### config.mk
export PLATFORM = sky130hd
export DESIGN_NAME = xadc_drp_scheduler
export DESIGN_NICKNAME = d
export VERILOG_FILES = /design/src/rtl/xadc_drp_scheduler.sv
export SDC_FILE = /design/constraint.sdc
export NUM_CORES = 1
export LEC_CHECK = 0
export ABC_AREA = 1
export CAP_MARGIN = 20
export CORE_ASPECT_RATIO = 0.75
export CORE_MARGIN = 10
export CORE_UTILIZATION = 43
export CTS_BUF_LIST = sky130_fd_sc_hd__clkbuf_16
export DETAILED_ROUTE_END_ITERATION = 10
export GPL_TIMING_DRIVEN = 1
export PLACE_DENSITY = 0.77
export RECOVER_POWER = 50
export SLEW_MARGIN = 20
export SYNTH_ARGS = -nofsm -noshare
export SYNTH_HDL_FRONTEND = slang
export SYNTH_SLANG_ARGS = --single-unit
### constraint.sdc
create_clock -name S_AXI_ACLK -period 3.47 [get_ports S_AXI_ACLK]
set_clock_uncertainty 0.05 [all_clocks]
set_input_delay 0.694 -clock S_AXI_ACLK [delete_from_list [all_inputs] [get_ports S_AXI_ACLK]]
set_output_delay 0.694 -clock S_AXI_ACLK [all_outputs]
set_load 0.02 [all_outputs]
### src/rtl/xadc_drp_scheduler.sv
// xadc_drp_scheduler
//   Arbitrates the XADC DRP port between an automatic scan engine and a host.
//   Each end-of-conversion (eoc) triggers one DRP read of the next enabled
//   scan channel (round-robin from pointer sel). Results are masked to a
//   12-bit value with the noise-floor LSBs cleared. Host accesses use the
//   port whenever no scan read is pending. Every DRP access is guarded by a
//   timeout counter.
//
// Ports
//   S_AXI_ACLK, S_AXI_ARESET     clock, synchronous active-high reset
//   ch_en[3:0], eoc              scan channel enable mask, conversion done
//   drp_den/dwe/daddr/di         DRP request outputs (registered)
//   drp_do, drp_drdy             DRP read data and ready
//   host_req/we/addr/wdata       host request (level, held until host_ack)
//   host_ack/rdata/err           host completion pulse, read data, timeout
//   result[47:0], res_valid[3:0] per-channel 12-bit results and update pulses
//   ovr_clr, overrun             sticky lost-eoc flag and its clear
//   scan_err                     pulse on scan-read timeout
module xadc_drp_scheduler #(
  parameter int TIMEOUT  = 255,
  parameter int MASK_LSB = 4
) (
  input  logic        S_AXI_ACLK,
  input  logic        S_AXI_ARESET,
  input  logic [3:0]  ch_en,
  input  logic        eoc,
  output logic        drp_den,
  output logic        drp_dwe,
  output logic [6:0]  drp_daddr,
  output logic [15:0] drp_di,
  input  logic [15:0] drp_do,
  input  logic        drp_drdy,
  input  logic        host_req,
  input  logic        host_we,
  input  logic [6:0]  host_addr,
  input  logic [15:0] host_wdata,
  output logic        host_ack,
  output logic [15:0] host_rdata,
  output logic        host_err,
  output logic [47:0] result,
  output logic [3:0]  res_valid,
  input  logic        ovr_clr,
  output logic        overrun,
  output logic        scan_err
);

  localparam int CNT_W = $clog2(TIMEOUT + 1);
  localparam logic [CNT_W-1:0] CNT_MAX = CNT_W'(TIMEOUT);

  typedef enum logic [1:0] {IDLE, WAIT_SCAN, WAIT_HOST} state_t;

  // DRP address of scan channel ch.
  function automatic logic [6:0] ch_addr(input logic [1:0] ch);
    case (ch)
      2'd0:    ch_addr = 7'h1E;
      2'd1:    ch_addr = 7'h17;
      2'd2:    ch_addr = 7'h1F;
      default: ch_addr = 7'h16;
    endcase
  endfunction

  // Clears the noise-floor LSBs of a 12-bit conversion result.
  function automatic logic [11:0] mask_result(input logic [11:0] raw);
    logic [11:0] keep;
    keep = 12'hFFF << MASK_LSB;
    mask_result = raw & keep;
  endfunction

  state_t            state_q, state_d;
  logic [1:0]        sel_q, sel_d;
  logic [1:0]        ch_q, ch_d;
  logic [CNT_W-1:0]  cnt_q, cnt_d;
  logic              eoc_pend_q, eoc_pend_d;
  logic              overrun_q, overrun_d;
  logic [47:0]       result_q, result_d;
  logic [15:0]       host_rdata_q, host_rdata_d;
  logic              host_wr_q, host_wr_d;
  logic              den_q, den_d;
  logic              dwe_q, dwe_d;
  logic [6:0]        daddr_q, daddr_d;
  logic [15:0]       di_q, di_d;
  logic              host_ack_q, host_ack_d;
  logic              host_err_q, host_err_d;
  logic [3:0]        res_valid_q, res_valid_d;
  logic              scan_err_q, scan_err_d;

  logic              found;
  logic [1:0]        pick;
  logic [1:0]        idx;
  logic              consume;

  // First enabled channel at or after sel, searching cyclically.
  always_comb begin
    found = 1'b0;
    pick  = 2'd0;
    idx   = 2'd0;
    for (int off = 0; off < 4; off++) begin
      idx = sel_q + 2'(off);
      if (!found && ch_en[idx]) begin
        found = 1'b1;
        pick  = idx;
      end
    end
  end

  always_comb begin
    state_d      = state_q;
    sel_d        = sel_q;
    ch_d         = ch_q;
    cnt_d        = cnt_q;
    result_d     = result_q;
    host_rdata_d = host_rdata_q;
    host_wr_d    = host_wr_q;
    den_d        = 1'b0;
    dwe_d        = 1'b0;
    daddr_d      = daddr_q;
    di_d         = di_q;
    host_ack_d   = 1'b0;
    host_err_d   = 1'b0;
    res_valid_d  = 4'b0000;
    scan_err_d   = 1'b0;
    consume      = 1'b0;

    case (state_q)
      IDLE: begin
        if (eoc_pend_q) begin
          // The pending eoc is consumed even when no channel is enabled.
          consume = 1'b1;
          if (found) begin
            den_d   = 1'b1;
            daddr_d = ch_addr(pick);
            ch_d    = pick;
            cnt_d   = '0;
            state_d = WAIT_SCAN;
          end
        // An eoc arriving this cycle also outranks the host, and the host is
        // not re-served in its own ack cycle while it is still dropping req.
        end else if (host_req && !eoc && !host_ack_q) begin
          den_d     = 1'b1;
          dwe_d     = host_we;
          daddr_d   = host_addr;
          di_d      = host_wdata;
          host_wr_d = host_we;
          cnt_d     = '0;
          state_d   = WAIT_HOST;
        end
      end
      WAIT_SCAN: begin
        if (drp_drdy) begin
          for (int i = 0; i < 4; i++) begin
            if (ch_q == 2'(i)) begin
              result_d[12*i +: 12] = mask_result(drp_do[15:4]);
              res_valid_d[i]       = 1'b1;
            end
          end
          sel_d   = ch_q + 2'd1;
          state_d = IDLE;
        end else begin
          cnt_d = cnt_q + CNT_W'(1);
          if (cnt_d == CNT_MAX) begin
            scan_err_d = 1'b1;
            sel_d      = ch_q + 2'd1;
            state_d    = IDLE;
          end
        end
      end
      WAIT_HOST: begin
        if (drp_drdy) begin
          if (!host_wr_q) host_rdata_d = drp_do;
          host_ack_d = 1'b1;
          state_d    = IDLE;
        end else begin
          cnt_d = cnt_q + CNT_W'(1);
          if (cnt_d == CNT_MAX) begin
            host_ack_d = 1'b1;
            host_err_d = 1'b1;
            state_d    = IDLE;
          end
        end
      end
      default: state_d = IDLE;
    endcase

    // A new eoc while an unconsumed one is still pending is a lost sample.
    eoc_pend_d = eoc | (eoc_pend_q & ~consume);
    overrun_d  = (eoc & eoc_pend_q & ~consume) | (overrun_q & ~ovr_clr);
  end

  always_ff @(posedge S_AXI_ACLK) begin
    if (S_AXI_ARESET) begin
      state_q      <= IDLE;
      sel_q        <= 2'd0;
      ch_q         <= 2'd0;
      cnt_q        <= '0;
      eoc_pend_q   <= 1'b0;
      overrun_q    <= 1'b0;
      result_q     <= '0;
      host_rdata_q <= '0;
      host_wr_q    <= 1'b0;
      den_q        <= 1'b0;
      dwe_q        <= 1'b0;
      daddr_q      <= '0;
      di_q         <= '0;
      host_ack_q   <= 1'b0;
      host_err_q   <= 1'b0;
      res_valid_q  <= '0;
      scan_err_q   <= 1'b0;
    end else begin
      state_q      <= state_d;
      sel_q        <= sel_d;
      ch_q         <= ch_d;
      cnt_q        <= cnt_d;
      eoc_pend_q   <= eoc_pend_d;
      overrun_q    <= overrun_d;
      result_q     <= result_d;
      host_rdata_q <= host_rdata_d;
      host_wr_q    <= host_wr_d;
      den_q        <= den_d;
      dwe_q        <= dwe_d;
      daddr_q      <= daddr_d;
      di_q         <= di_d;
      host_ack_q   <= host_ack_d;
      host_err_q   <= host_err_d;
      res_valid_q  <= res_valid_d;
      scan_err_q   <= scan_err_d;
    end
  end

  assign drp_den    = den_q;
  assign drp_dwe    = dwe_q;
  assign drp_daddr  = daddr_q;
  assign drp_di     = di_q;
  assign host_ack   = host_ack_q;
  assign host_rdata = host_rdata_q;
  assign host_err   = host_err_q;
  assign result     = result_q;
  assign res_valid  = res_valid_q;
  assign overrun    = overrun_q;
  assign scan_err   = scan_err_q;

endmodule
After elaboration in Yosys (flattened, before gate mapping):

Index checks and enable logic that the tools add are counted.

* add/sub/neg operators: 5
* div/mod/pow operators: 0
* reduce and logical (&&, ||, !) cells: 33
* multiplexer cells: 45
* multiply operators: 0
* equality and inequality tests: 13
* bitwise operators: 15
* magnitude comparators: 4
* shift operators: 0

Operators with widths (count)
* $mux 8: 4
* $reduce_and 3->1: 9
* $mux 2: 11
* $mux 7: 3
* $mux 1: 20
* $pmux 8 s2: 1
* $lt 2x3->1 const B: 4
* $pmux 4 s3: 1
* $not 1->1: 9
* $add 8x1->8 const B: 1
* $bmux 1 s2: 4
* $eq 2x2->1 const B: 4
* $eq 8x8->1 const B: 1
* $reduce_or 2->1: 4
* $eq 2x1->1 const B: 3
* $logic_not 2->1: 3
* $ne 3x3->1 const B: 2
* $reduce_bool 2->1: 3
* $logic_and 1x1->1: 5
* $logic_not 1->1: 5
* $add 2x1->2 const B: 2
* $add 2x2->2 const B: 2
* $and 1x1->1: 4
* $pmux 2 s2: 1
* 8 further kinds: 9

* bits in registers: 97
* output and inout port bits: 97
* ROM bits: 0
* bits in writable memories: 0
* word-level logic and storage cells: 135
* input bits: 50
* memories kept: 0
* bits in latches: 0

Longest topological paths before layout:

* depth after elaboration: 16
* depth in mapped cells: 14
* depth with buffers taken out: 14

Worst setup path after synthesis:

OpenSTA, ideal clock, no wires.

* path kind: in2reg
* from: input port ch_en[3]
* to: register daddr_q[3], in the netlist drp_daddr[3]
* path slack: 1.601 ns
* cell stages on the path: 11
* library setup time: 0.128 ns
* data required time: 3.292 ns
* data arrival time: 1.692 ns
* cell sequence: inv_1 -> nand2_2 -> nand3_1 -> nand2_2 -> nor2_4 -> nand3_2 -> nand2_2 -> nand2_2 -> inv_2 -> mux2i_1 -> nor2_1

* cells in the longest elaborated chain, start to end: 16
* elaborated cells on any way between the ends: 30
* those cells by class: 3 x eq/ne; 19 x mux; 8 x reduce/logical

Ends and longest elaborated chain
* start: declaration: line 25 `input logic [3:0] ch_en,`
* $bmux 1 s2: line 99 `if (!found && ch_en[idx]) begin`
* $mux 1 (implied by the code): line 99
* $mux 1: line 99
* $logic_not 1->1: line 99
* $logic_and 1x1->1: line 99
* $mux 1: line 99
* $logic_not 1->1: line 99
* $logic_and 1x1->1: line 99
* $mux 1: line 99
* $logic_not 1->1: line 99
* $logic_and 1x1->1: line 99
* $mux 2: line 99
* $eq 2x2->1 (tied with other cells): line 54 `case (ch)`
* $pmux 4 s3: line 54
* $mux 7: line 129 `if (found) begin`
* $mux 7: line 126 `if (eoc_pend_q) begin`
* end signal: assignment: line 220 `daddr_q <= daddr_d;`
* end: declaration: line 80 `logic [6:0] daddr_q, daddr_d;`

Parallel ways exist; a longest one is shown, timed or not. The select of a mux whose other input is x is not followed.
A chain may end at the register's enable or synchronous reset.

Worst setup path in the final report:

* from: input port drp_drdy
* to: register host_rdata_q[0], in the netlist host_rdata[0]

* cells in the longest elaborated chain, start to end: 1

Ends and longest elaborated chain
* start: declaration: line 32 `input logic drp_drdy,`
* $reduce_and 3->1 (no line)
* end signal: assignment: line 216 `host_rdata_q <= host_rdata_d;`
* end: declaration: line 76 `logic [15:0] host_rdata_q, host_rdata_d;`

Every way passes these cells.

==> flow_summary.json <==
{
  "cts_tree": "built",
  "critPathLaunchType": "input pin",
  "drtPass1Iterations": 4,
  "fmax_ghz": 0.399,
  "io_pins": 147,
  "globalplace.congestion": 0.836,
  "vdd_ir_drop_max_mv": 0.288,
  "crit_end": "host_rdata[0]",
  "groute.usage.overall_pct": 16.8,
  "synthArstFlopShare_pct": 0,
  "total_power_mw": 2.52,
  "clock_latency_ps": 330,
  "combPwrFrac_pct": 17.1,
  "drv_slew": 0,
  "dp_cells": 787,
  "clkTransAtPathRegs_ps": 60,
  "timing.rr.end": "drp_daddr[3]",
  "avgSynthCellArea_um2": 7.48,
  "grt_max_degree": 63,
  "hold_viol_final": 0,
  "powerDensity_nw_per_um2": 442,
  "maxCapViolCount": 0,
  "yosysSeqAreaShare_pct": 47.3,
  "antenna_cells": 0,
  "crit_type": "in -> reg",
  "setup_viol": 0,
  "sw_frac_of_total_pct": 28.0,
  "ys_seq_elements": 97,
  "hold_buffers": 0,
  "start_util_pct": 44.7,
  "antenna_found_initial": 0,
  "core_area_um2": 9200,
  "r2r_start": "sel_q[0]",
  "worstMarginPinSlew_ps": 1270,
  "rows": 30,
  "cp.required_ps": 3640,
  "hold_class": "reg -> reg",
  "die_y_um": 105,
  "synth_top_flop_cell": "dfxtp_1",
  "syn_inst": 549,
  "port_buffers": 130,
  "fin_cells": 803,
  "syn-cell-area_um2": 4110,
  "num_vias": 3990,
  "period_needed_ps": 2510,
  "cts_num_sinks": 97,
  "die_area_um2": 13900,
  "synth_mux_area_share_pct": 0.244,
  "synth-warning-count": 0,
  "wl_per_cell_um": 15.5,
  "cts.path.max_buffers": 2,
  "post_cts_buffers": 0,
  "critPathArrivalTime_ps": 2680,
  "drive_gt1_share_pct": 4.74,
  "numCtsBuffers": 9,
  "pwr-share-seq_pct": 47.9,
  "regToRegSetupSlack_ps": 1220,
  "synth_xor_area_share_pct": 1.28,
  "synth_top_family_by_area": "simple AND/OR/NAND/NOR gates",
  "htree_levels": 3,
  "p_leak_nw": 2.49,
  "p_switching_uw": 705,
  "grt_pass1_wl_mm": 19.5,
  "status": "finished clean",
  "drt_wl_total_mm": 12.5,
  "startpoint": "drp_drdy",
  "grt_overflow_total": 0,
  "via_per_inst": 4.97,
  "clkPwrFrac_pct": 35.1,
  "die_x_um": 133,
  "yosysUniqueCellTypes": 31,
  "setup_tns_ps": 0,
  "rsz0062_at_grt": "false",
  "crit_fanout": 17,
  "yosys.area_share.simple_pct": 27.0,
  "drc": 0,
  "holdPathStages": 2,
  "clockRootBuffer": "clkbuf_16",
  "relSlewSlack_pct": 15.3,
  "drtIter0Drc": 244,
  "grt_pass1_vias": 3783,
  "syn_to_final_growth_pct": 38.4,
  "crit_path_end_kind": "flop",
  "synthAdderAreaFrac_pct": 2.74,
  "p_int_mw": 1.81,
  "synth_edf_count": 0,
  "ff2ff_path_depth": 12,
  "hpwl_mm": 9.48,
  "period_share_pct": 72.3,
  "cts_resized": 0,
  "design.final.nets": 729,
  "ant_nets": 0,
  "synth_compound_area_share_pct": 12.6
}
final cells by class:
| class | count | area (µm²) |
|---|---|---|
| fill | 836 | 3510 |
| inverter | 37 | 144 |
| clock buffer | 9 | 225 |
| timing repair buffer | 134 | 1320 |
| sequential | 97 | 1940 |
| tap | 128 | 160 |
| multi-input combinational | 391 | 1860 |
| clock inverter | 7 | 40.0 |
logic make-up (layout without fill, tap and decap cells):
group | count (synthesis) | after routing
AOI/OAI and AO/OA | 100 | 100
xor gates and xnor gates | 6 | 6
adders and majority gates | 9 | 9
buffers and inverters | 76 | 187
DFF | 97 | 97
muxes | 1 | 1
other | 1 | 16
and+or+nand+nor | 259 | 259
metrics by stage:
stage | utilization (%) | instance area [µm²] | worst slack (ps) | hold WS, ps
2_1_floorplan | - | 4170 | 1600 | 401
3_3_place_gp | 59.1 | 5440 | 1010 | 399
3_5_place_dp | 59.1 | 5440 | 911 | 404
4_1_cts | 62.0 | 5700 | 1260 | 414
5_1_grt | 61.8 | 5690 | 719 | 426
6_report | 61.8 | 5690 | 961 | 409
cells in the mapped netlist (2+ instances only):
| master | n | area (µm²) |
|---|---|---|
| nand2_1 | 124 | 465 |
| dfxtp_1 | 97 | 1940 |
| nor2_1 | 65 | 244 |
| a21oi_1 | 61 | 305 |
| nand3_1 | 50 | 250 |
| o21ai_0 | 32 | 160 |
| inv_1 | 30 | 113 |
| clkbuf_1 | 21 | 78.8 |
| buf_4 | 16 | 120 |
| nand2_2 | 10 | 62.6 |
| ha_1 | 9 | 113 |
| xor2_1 | 5 | 43.8 |
| inv_2 | 4 | 15.0 |
| nor3_1 | 3 | 15.0 |
| o221ai_1 | 3 | 26.3 |
| clkinv_1 | 2 | 7.51 |
| nand4_1 | 2 | 12.5 |
| o21ai_1 | 2 | 10.0 |
worst min path at each step:
stage / startpoint / end / slack, ps
after global routing: result[6] / result[6] / 430
after CTS: result[6] / result[6] / 410
after global placement: result[7] / result[7] / 400
after floorplan: host_wr_q / host_wr_q / 400
after detailed placement: result[6] / result[6] / 400
final: result[46] / result[46] / 410
power groups by stage:
stage	logic, mW	registers [mW]	clock network, mW
finish	0.429	1.20	0.882
global route	0.472	1.21	0.944
CTS	0.442	1.21	0.901
detailed placement	0.440	1.23	0
global placement	0.427	1.23	0
floorplan	0.237	1.26	0
placed cells by master (no fill, tap or decap), types with 2 or more instances in the layout:
cell type / count
clkinvlp_4: 2
o21ai_1: 2
clkbuf_16: 9
nor2_1: 65
o21ai_0: 32
clkinv_1: 3
nand2_1: 125
a21oi_1: 61
xor2_1: 5
inv_1: 33
o221ai_1: 3
conb_1: 16
nand2_2: 9
buf_4: 2
nand4_1: 2
ha_1: 9
nand3_1: 51
clkdlybuf4s50_1: 54
nor3_1: 3
dfxtp_1: 97
dlygate4sd3_1: 75
clkbuf_1: 2
inv_2: 3
worst max-delay path: stages:
cell and delay (ps):
dlygate4sd3_1 630, nand2_1 70, nor2_1 90, clkbuf_1 490, inv_1 430, nor2_1 200
nor2_1 60
layer usage:
metal	up-vias	GRT usage (%)	share of wire (%)
met2	142	26.8	46
met5	-	0	0
met4	0	4.31	1.3
met3	13	6.65	9.6
met1	1848	20.6	43
li1	1987	-	-
registers in the layout (all words and copies together), names as in the netlist, 4 cells and up:
register / flops
res_valid: 4
drp_daddr: 7
result: 32
host_rdata: 16
drp_di: 16
cnt_q: 8
Power figures use the tool's default switching activity.
